`src/rtl/seq_alu.sv`:
```
// Sequential ALU: single-cycle logic/arith ops plus iterative shift-add MUL and
// restoring DIVU, with valid/ready handshakes on both request and result sides.
module seq_alu #(
  parameter int WIDTH = 32
) (
  input  logic             clk,
  input  logic             rst_n,
  input  logic             in_valid,
  output logic             in_ready,
  input  logic [WIDTH-1:0] a,
  input  logic [WIDTH-1:0] b,
  input  logic [2:0]       alu_control,
  output logic             out_valid,
  input  logic             out_ready,
  output logic [WIDTH-1:0] result,
  output logic             zero,
  output logic             div_by_zero
);
  localparam int CW = $clog2(WIDTH) + 1;

  typedef enum logic [1:0] {IDLE, BUSY, DONE} state_t;

  state_t           state, state_nxt;
  logic [CW-1:0]    cnt;
  logic             is_div, b_zero;
  logic [WIDTH-1:0] acc;          // MUL partial product
  logic [WIDTH:0]   rem;          // DIVU partial remainder (extra bit = trial sign)
  logic [WIDTH-1:0] opa;          // MUL multiplier (shifts right) / DIVU dividend->quotient
  logic [WIDTH-1:0] opb;          // MUL multiplicand (shifts left) / DIVU divisor
  logic [WIDTH-1:0] result_q;
  logic             zero_q, dbz_q;

  logic             multi, last;
  logic [WIDTH-1:0] single_res, mul_acc_nxt, div_quot_nxt, busy_res;
  logic [WIDTH:0]   div_shift, div_trial, div_rem_nxt;
  logic             div_ok;

  assign multi = (alu_control[2:1] == 2'b11);
  assign last  = (cnt == CW'(WIDTH - 1));

  always_comb begin
    single_res = '0;
    case (alu_control)
      3'b000:  single_res = a + b;
      3'b001:  single_res = a - b;
      3'b010:  single_res = a & b;
      3'b011:  single_res = a | b;
      3'b100:  single_res = b;
      3'b101:  single_res = {{(WIDTH-1){1'b0}}, ($signed(a) < $signed(b))};
      default: single_res = '0;
    endcase
  end

  // One iteration of each multi-cycle algorithm; the final one feeds result directly.
  always_comb begin
    mul_acc_nxt  = opa[0] ? (acc + opb) : acc;
    div_shift    = {rem[WIDTH-1:0], opa[WIDTH-1]};
    div_trial    = div_shift - {1'b0, opb};
    div_ok       = ~div_trial[WIDTH];
    div_rem_nxt  = div_ok ? div_trial : div_shift;
    div_quot_nxt = {opa[WIDTH-2:0], div_ok};
    busy_res     = is_div ? (b_zero ? '1 : div_quot_nxt) : mul_acc_nxt;
  end

  always_ff @(posedge clk or negedge rst_n) begin
    if (!rst_n) state <= IDLE;
    else        state <= state_nxt;
  end

  always_comb begin
    state_nxt = state;
    in_ready  = 1'b0;
    out_valid = 1'b0;
    case (state)
      IDLE: begin
        in_ready = 1'b1;
        if (in_valid) state_nxt = multi ? BUSY : DONE;
      end
      BUSY: if (last) state_nxt = DONE;
      DONE: begin
        out_valid = 1'b1;
        if (out_ready) state_nxt = IDLE;
      end
      default: state_nxt = IDLE;
    endcase
  end

  always_ff @(posedge clk or negedge rst_n) begin
    if (!rst_n) begin
      cnt      <= '0;
      is_div   <= 1'b0;
      b_zero   <= 1'b0;
      acc      <= '0;
      rem      <= '0;
      opa      <= '0;
      opb      <= '0;
      result_q <= '0;
      zero_q   <= 1'b1;
      dbz_q    <= 1'b0;
    end else begin
      case (state)
        IDLE: if (in_valid) begin
          if (multi) begin
            is_div <= alu_control[0];
            b_zero <= alu_control[0] && (b == '0);
            opa    <= alu_control[0] ? a : b;
            opb    <= alu_control[0] ? b : a;
            acc    <= '0;
            rem    <= '0;
            cnt    <= '0;
          end else begin
            result_q <= single_res;
            zero_q   <= (single_res == '0);
            dbz_q    <= 1'b0;
          end
        end
        BUSY: begin
          cnt <= cnt + 1'b1;
          if (is_div) begin
            rem <= div_rem_nxt;
            opa <= div_quot_nxt;
          end else begin
            acc <= mul_acc_nxt;
            opa <= opa >> 1;
            opb <= opb << 1;
          end
          if (last) begin
            result_q <= busy_res;
            zero_q   <= (busy_res == '0);
            dbz_q    <= is_div && b_zero;
          end
        end
        default: ;
      endcase
    end
  end

  assign result      = result_q;
  assign zero        = zero_q;
  assign div_by_zero = dbz_q;
endmodule

```
`config.mk`:
```
export PLATFORM = sky130hd
export DESIGN_NAME = seq_alu
export DESIGN_NICKNAME = d
export VERILOG_FILES = /design/src/rtl/seq_alu.sv
export SDC_FILE = /design/constraint.sdc
export NUM_CORES = 1
export LEC_CHECK = 0
export CAP_MARGIN = 20
export CORE_UTILIZATION = 40
export DETAILED_ROUTE_END_ITERATION = 6
export GPL_ROUTABILITY_DRIVEN = 1
export HOLD_SLACK_MARGIN = 0.15
export PLACE_DENSITY = 0.65
export SLEW_MARGIN = 20
export SYNTH_ARGS = -nofsm -noshare
export SYNTH_HDL_FRONTEND = slang
export SYNTH_SLANG_ARGS = --single-unit
```
`constraint.sdc`:
```
create_clock -name clk -period 3.7 [get_ports clk]
set_input_delay 0.555 -clock clk [delete_from_list [all_inputs] [get_ports clk]]
set_output_delay 0.555 -clock clk [all_outputs]
set_load 0.02 [all_outputs]
```
==> impl_metrics.csv <==
group,metric,value,unit
status,status,"finished with violations",
status,violations,"negative setup slack",
setup_path,startpoint_type,"primary input",
sta,setup_ws,-286,ps
sta,skew,12.9,ps
global_routing,grt_start_max_net_pins,77,
setup_path,cp_max_fo,3,
place,io_buffers,106,
logic_synthesis,synthFlopType,"dfrtp_1",
logic_synthesis,synth_area_per_cell,7.58,sq um
logic_synthesis,synth.area.top_cells,"dfrtp_1 (24%), ha_1 (12%), o21ai_0 (7.8%)",
power_and_ir_drop,comb_power_share,67.6,%
place,dp_hpwl,56.6,mm
setup_path,crit_required,4060,ps
logic_synthesis,synth.most_common_cell,"o21ai_0",
global_routing,use_met3,7.39,%
floorplanning,die_area,46100,sq um
sta,max_freq,251,MHz
sta,slew_viol_final,0,
place,place_congestion,0.957,
global_routing,use_met2,48.0,%
floorplanning,placementRows,77,
sta,worstMarginPinSlew,835,ps
clock_network,root_buffer,"clkbuf_16",
routing,drtIter0Drc,1640,
routing,drc_errors,0,
power_and_ir_drop,power.density,684,nW/um^2
logic_synthesis,ys_seq_area_share,23.8,%
clock_network,cts_made_buffers,17,
power_and_ir_drop,power_frac_seq,21.4,%
global_routing,grt_overflow_total,0,
global_routing,use_met1,41.2,%
routing,firstDrtPassIters,5,
global_routing,grt_pass1_wl,111,mm
sta,hold_viol,0,
global_routing,grt_usage,30.9,%
logic_synthesis,synth-seq-cells,172,
global_routing,antenna_found_initial,4,
global_routing,grt_pass1_vias,19500,
run,drv_cap,0,
clock_network,clock_latency,460,ps
final_layout,area_delta_synth_final,32.6,%
sta,rsz0062_at_grt,"yes",
clock_network,cts_buffer_depth,2,
power_and_ir_drop,power.leakage,11.1,nW
logic_synthesis,syn_nets,2627,
setup_path,crit_arrival,4350,ps
power_and_ir_drop,p_clk_share,10.9,%
logic_synthesis,yosysTopAreaCell,"dfrtp_1",
place,placed_area,22500,sq um
final_layout,fillers,4188,
logic_synthesis,async_flop_share,100,%
logic_synthesis,synth_edf_count,0,
final_layout,fin_area,24000,sq um
clock_network,clk_pin_slew_worst_paths,70,ps
setup_path,critPathKind,"primary input to flip-flop",
routing,vias,20000,
floorplanning,io_pins,107,
routing,wire_per_inst,21.2,um
logic_synthesis,syn_inst,2385,
sta,final.min_clock_period,3990,ps
final_layout,nets,3033,
power_and_ir_drop,vdd_drop_max,0.462,mV
sta,period_share,108,%
floorplanning,dieWidth,215,um
floorplanning,start_util,40.7,%
worst_hold_path,hold_path_class,"primary input to asynchronous set/reset pin",
routing,via_per_inst,5.89,
clock_network,cts_hold_buffers,0,
sta,max_slew_margin,44.3,%
sta,setup_tns,-286,ps
floorplanning,coreArea,44400,sq um
power_and_ir_drop,internal_power,8.39,mW
clock_network,cts_tree,"built",
power_and_ir_drop,switchingPower,8.01,mW
power_and_ir_drop,swShare,48.8,%
clock_network,cts_sinks,172,
logic_synthesis,ys_types,85,
setup_path,endpoint_kind,"flip-flop",
floorplanning,die_y,215,um
final_layout,drive_gt1_share,23.0,%
sta,setup_viol,1,
power_and_ir_drop,finalPower,16.4,mW
global_routing,grt_busiest_layer,"met2",
routing,ant_nets,0,
logic_synthesis,ys_warn_count,0,
logic_synthesis,synth_area,18100,sq um
logic_synthesis,synth_top_area_share,23.7,%
clock_network,cts-htree-levels,4,
routing,finalWirelength,72.1,mm
logic_synthesis,synthTopCellsByCount,"o21ai_0 (283), nand2_1 (263), dfrtp_1 (171)",
[cell families (layout without fill, tap and decap cells)]
| family | after synthesis | count (layout) | synth area share (%) |
|---|---|---|---|
| flops | 172 | 172 | 23.8 |
| compound gates | 889 | 889 | 32.1 |
| simple gates | 707 | 707 | 18.3 |
| mux | 68 | 68 | 3.83 |
| other cells | 0 | 1 | 0 |
| buf+inv | 307 | 726 | 6.51 |
| xor+xnor | 71 | 71 | 3.44 |
| fa+ha+maj | 171 | 171 | 12.0 |
[placed cells by master (no fill, tap or decap), types with 59 or more instances in the layout]
cell / count
ha_1: 146
a21oi_1: 128
o21ai_0: 275
buf_4: 428
dfrtp_1: 170
nor2_1: 149
nand3_1: 65
a21o_1: 72
inv_1: 124
o211ai_1: 59
clkdlybuf4s50_1: 72
nand2_1: 263
[power groups by stage]
stage               sequential [mW]  clock [mW]  combinational, mW
floorplan                      3.39           0               6.84
global placement               3.50           0               10.4
detailed placement             3.51           0               10.6
CTS                            3.49        1.82               10.8
global route                   3.61        1.88               12.1
finish                         3.52        1.79               11.1
[flip-flops by register name, indices dropped and copies added (netlist names), 2 cells and up]
| signal | count |
|---|---|
| state | 2 |
| result | 32 |
| acc | 32 |
| cnt | 6 |
| opa | 32 |
| opb | 32 |
| rem | 32 |
[metrics by stage]
stage,setup slack [ps],hold WS (ps),cells,util (%)
5_1_grt,-501,200,3396,54.0
2_1_floorplan,4.89,259,2385,-
4_1_cts,-496,157,3385,53.2
3_5_place_dp,-1430,470,3342,50.7
6_report,-286,131,3397,54.0
3_3_place_gp,-1370,462,3342,50.7
[per-layer routing]
metal | wire, um | up-vias | part of all wire (%)
met1 | 31900 | 9616 | 44
met4 | 2420 | 0 | 3.4
met5 | 0 | - | 0
li1 | - | 9545 | -
met2 | 31800 | 724 | 44
met3 | 6050 | 122 | 8.4
[timing repair]
action | in CTS | in global routing
endpoints found under the setup margin | 18 | 48
gates resized for setup | 134 | 88
pin swaps | 37 | 39
buffers inserted | 11 | 12
[critical path, stage by stage]
cell and delay (ps):
buf_4 120, inv_1 70, ha_2 200, inv_1 80, fa_2 430, or2_2 310, a32oi_2 250, o22ai_2 140
nor2_1 130, nand4b_1 130, nor4_2 260, buf_4 160, o2111ai_2 90, nor4_2 190, buf_4 170, or4b_4 470
nor4_4 140, buf_4 140, nand4_1 90, o41ai_2 220
[layout make-up]
type | instances | area [sq um] | share of cell area [%]
multi-input combinational | 1906 | 13400 | 55.7
timing repair buffer | 549 | 4450 | 18.5
sequential | 172 | 4310 | 18.0
tap | 592 | 741 | 3.09
inverter | 145 | 544 | 2.27
clock buffer | 23 | 478 | 1.99
clock inverter | 9 | 91.3 | 0.381
antenna | 1 | 2.50 | 0.0104
[worst paths after layout]
path / start / end / slack [ps] / cells after the start
setup / recovery: a[0] / zero$_DFFE_PN1P_ / -290 / 20
hold / removal: rst_n / rem[4]$_DFFE_PN0P_ / 130 / 1
setup reg to reg: acc[0]$_DFFE_PN0P_ / zero$_DFFE_PN1P_ / -260 / 15
hold reg to reg: result[4]$_DFFE_PN0P_ / result[4]$_DFFE_PN0P_ / 490 / 2
max in group asynchronous: rst_n / zero$_DFFE_PN1P_ / 2660 / 2
min in group clk: result[4]$_DFFE_PN0P_ / result[4]$_DFFE_PN0P_ / 490 / 2
Power figures use the tool's default switching activity.
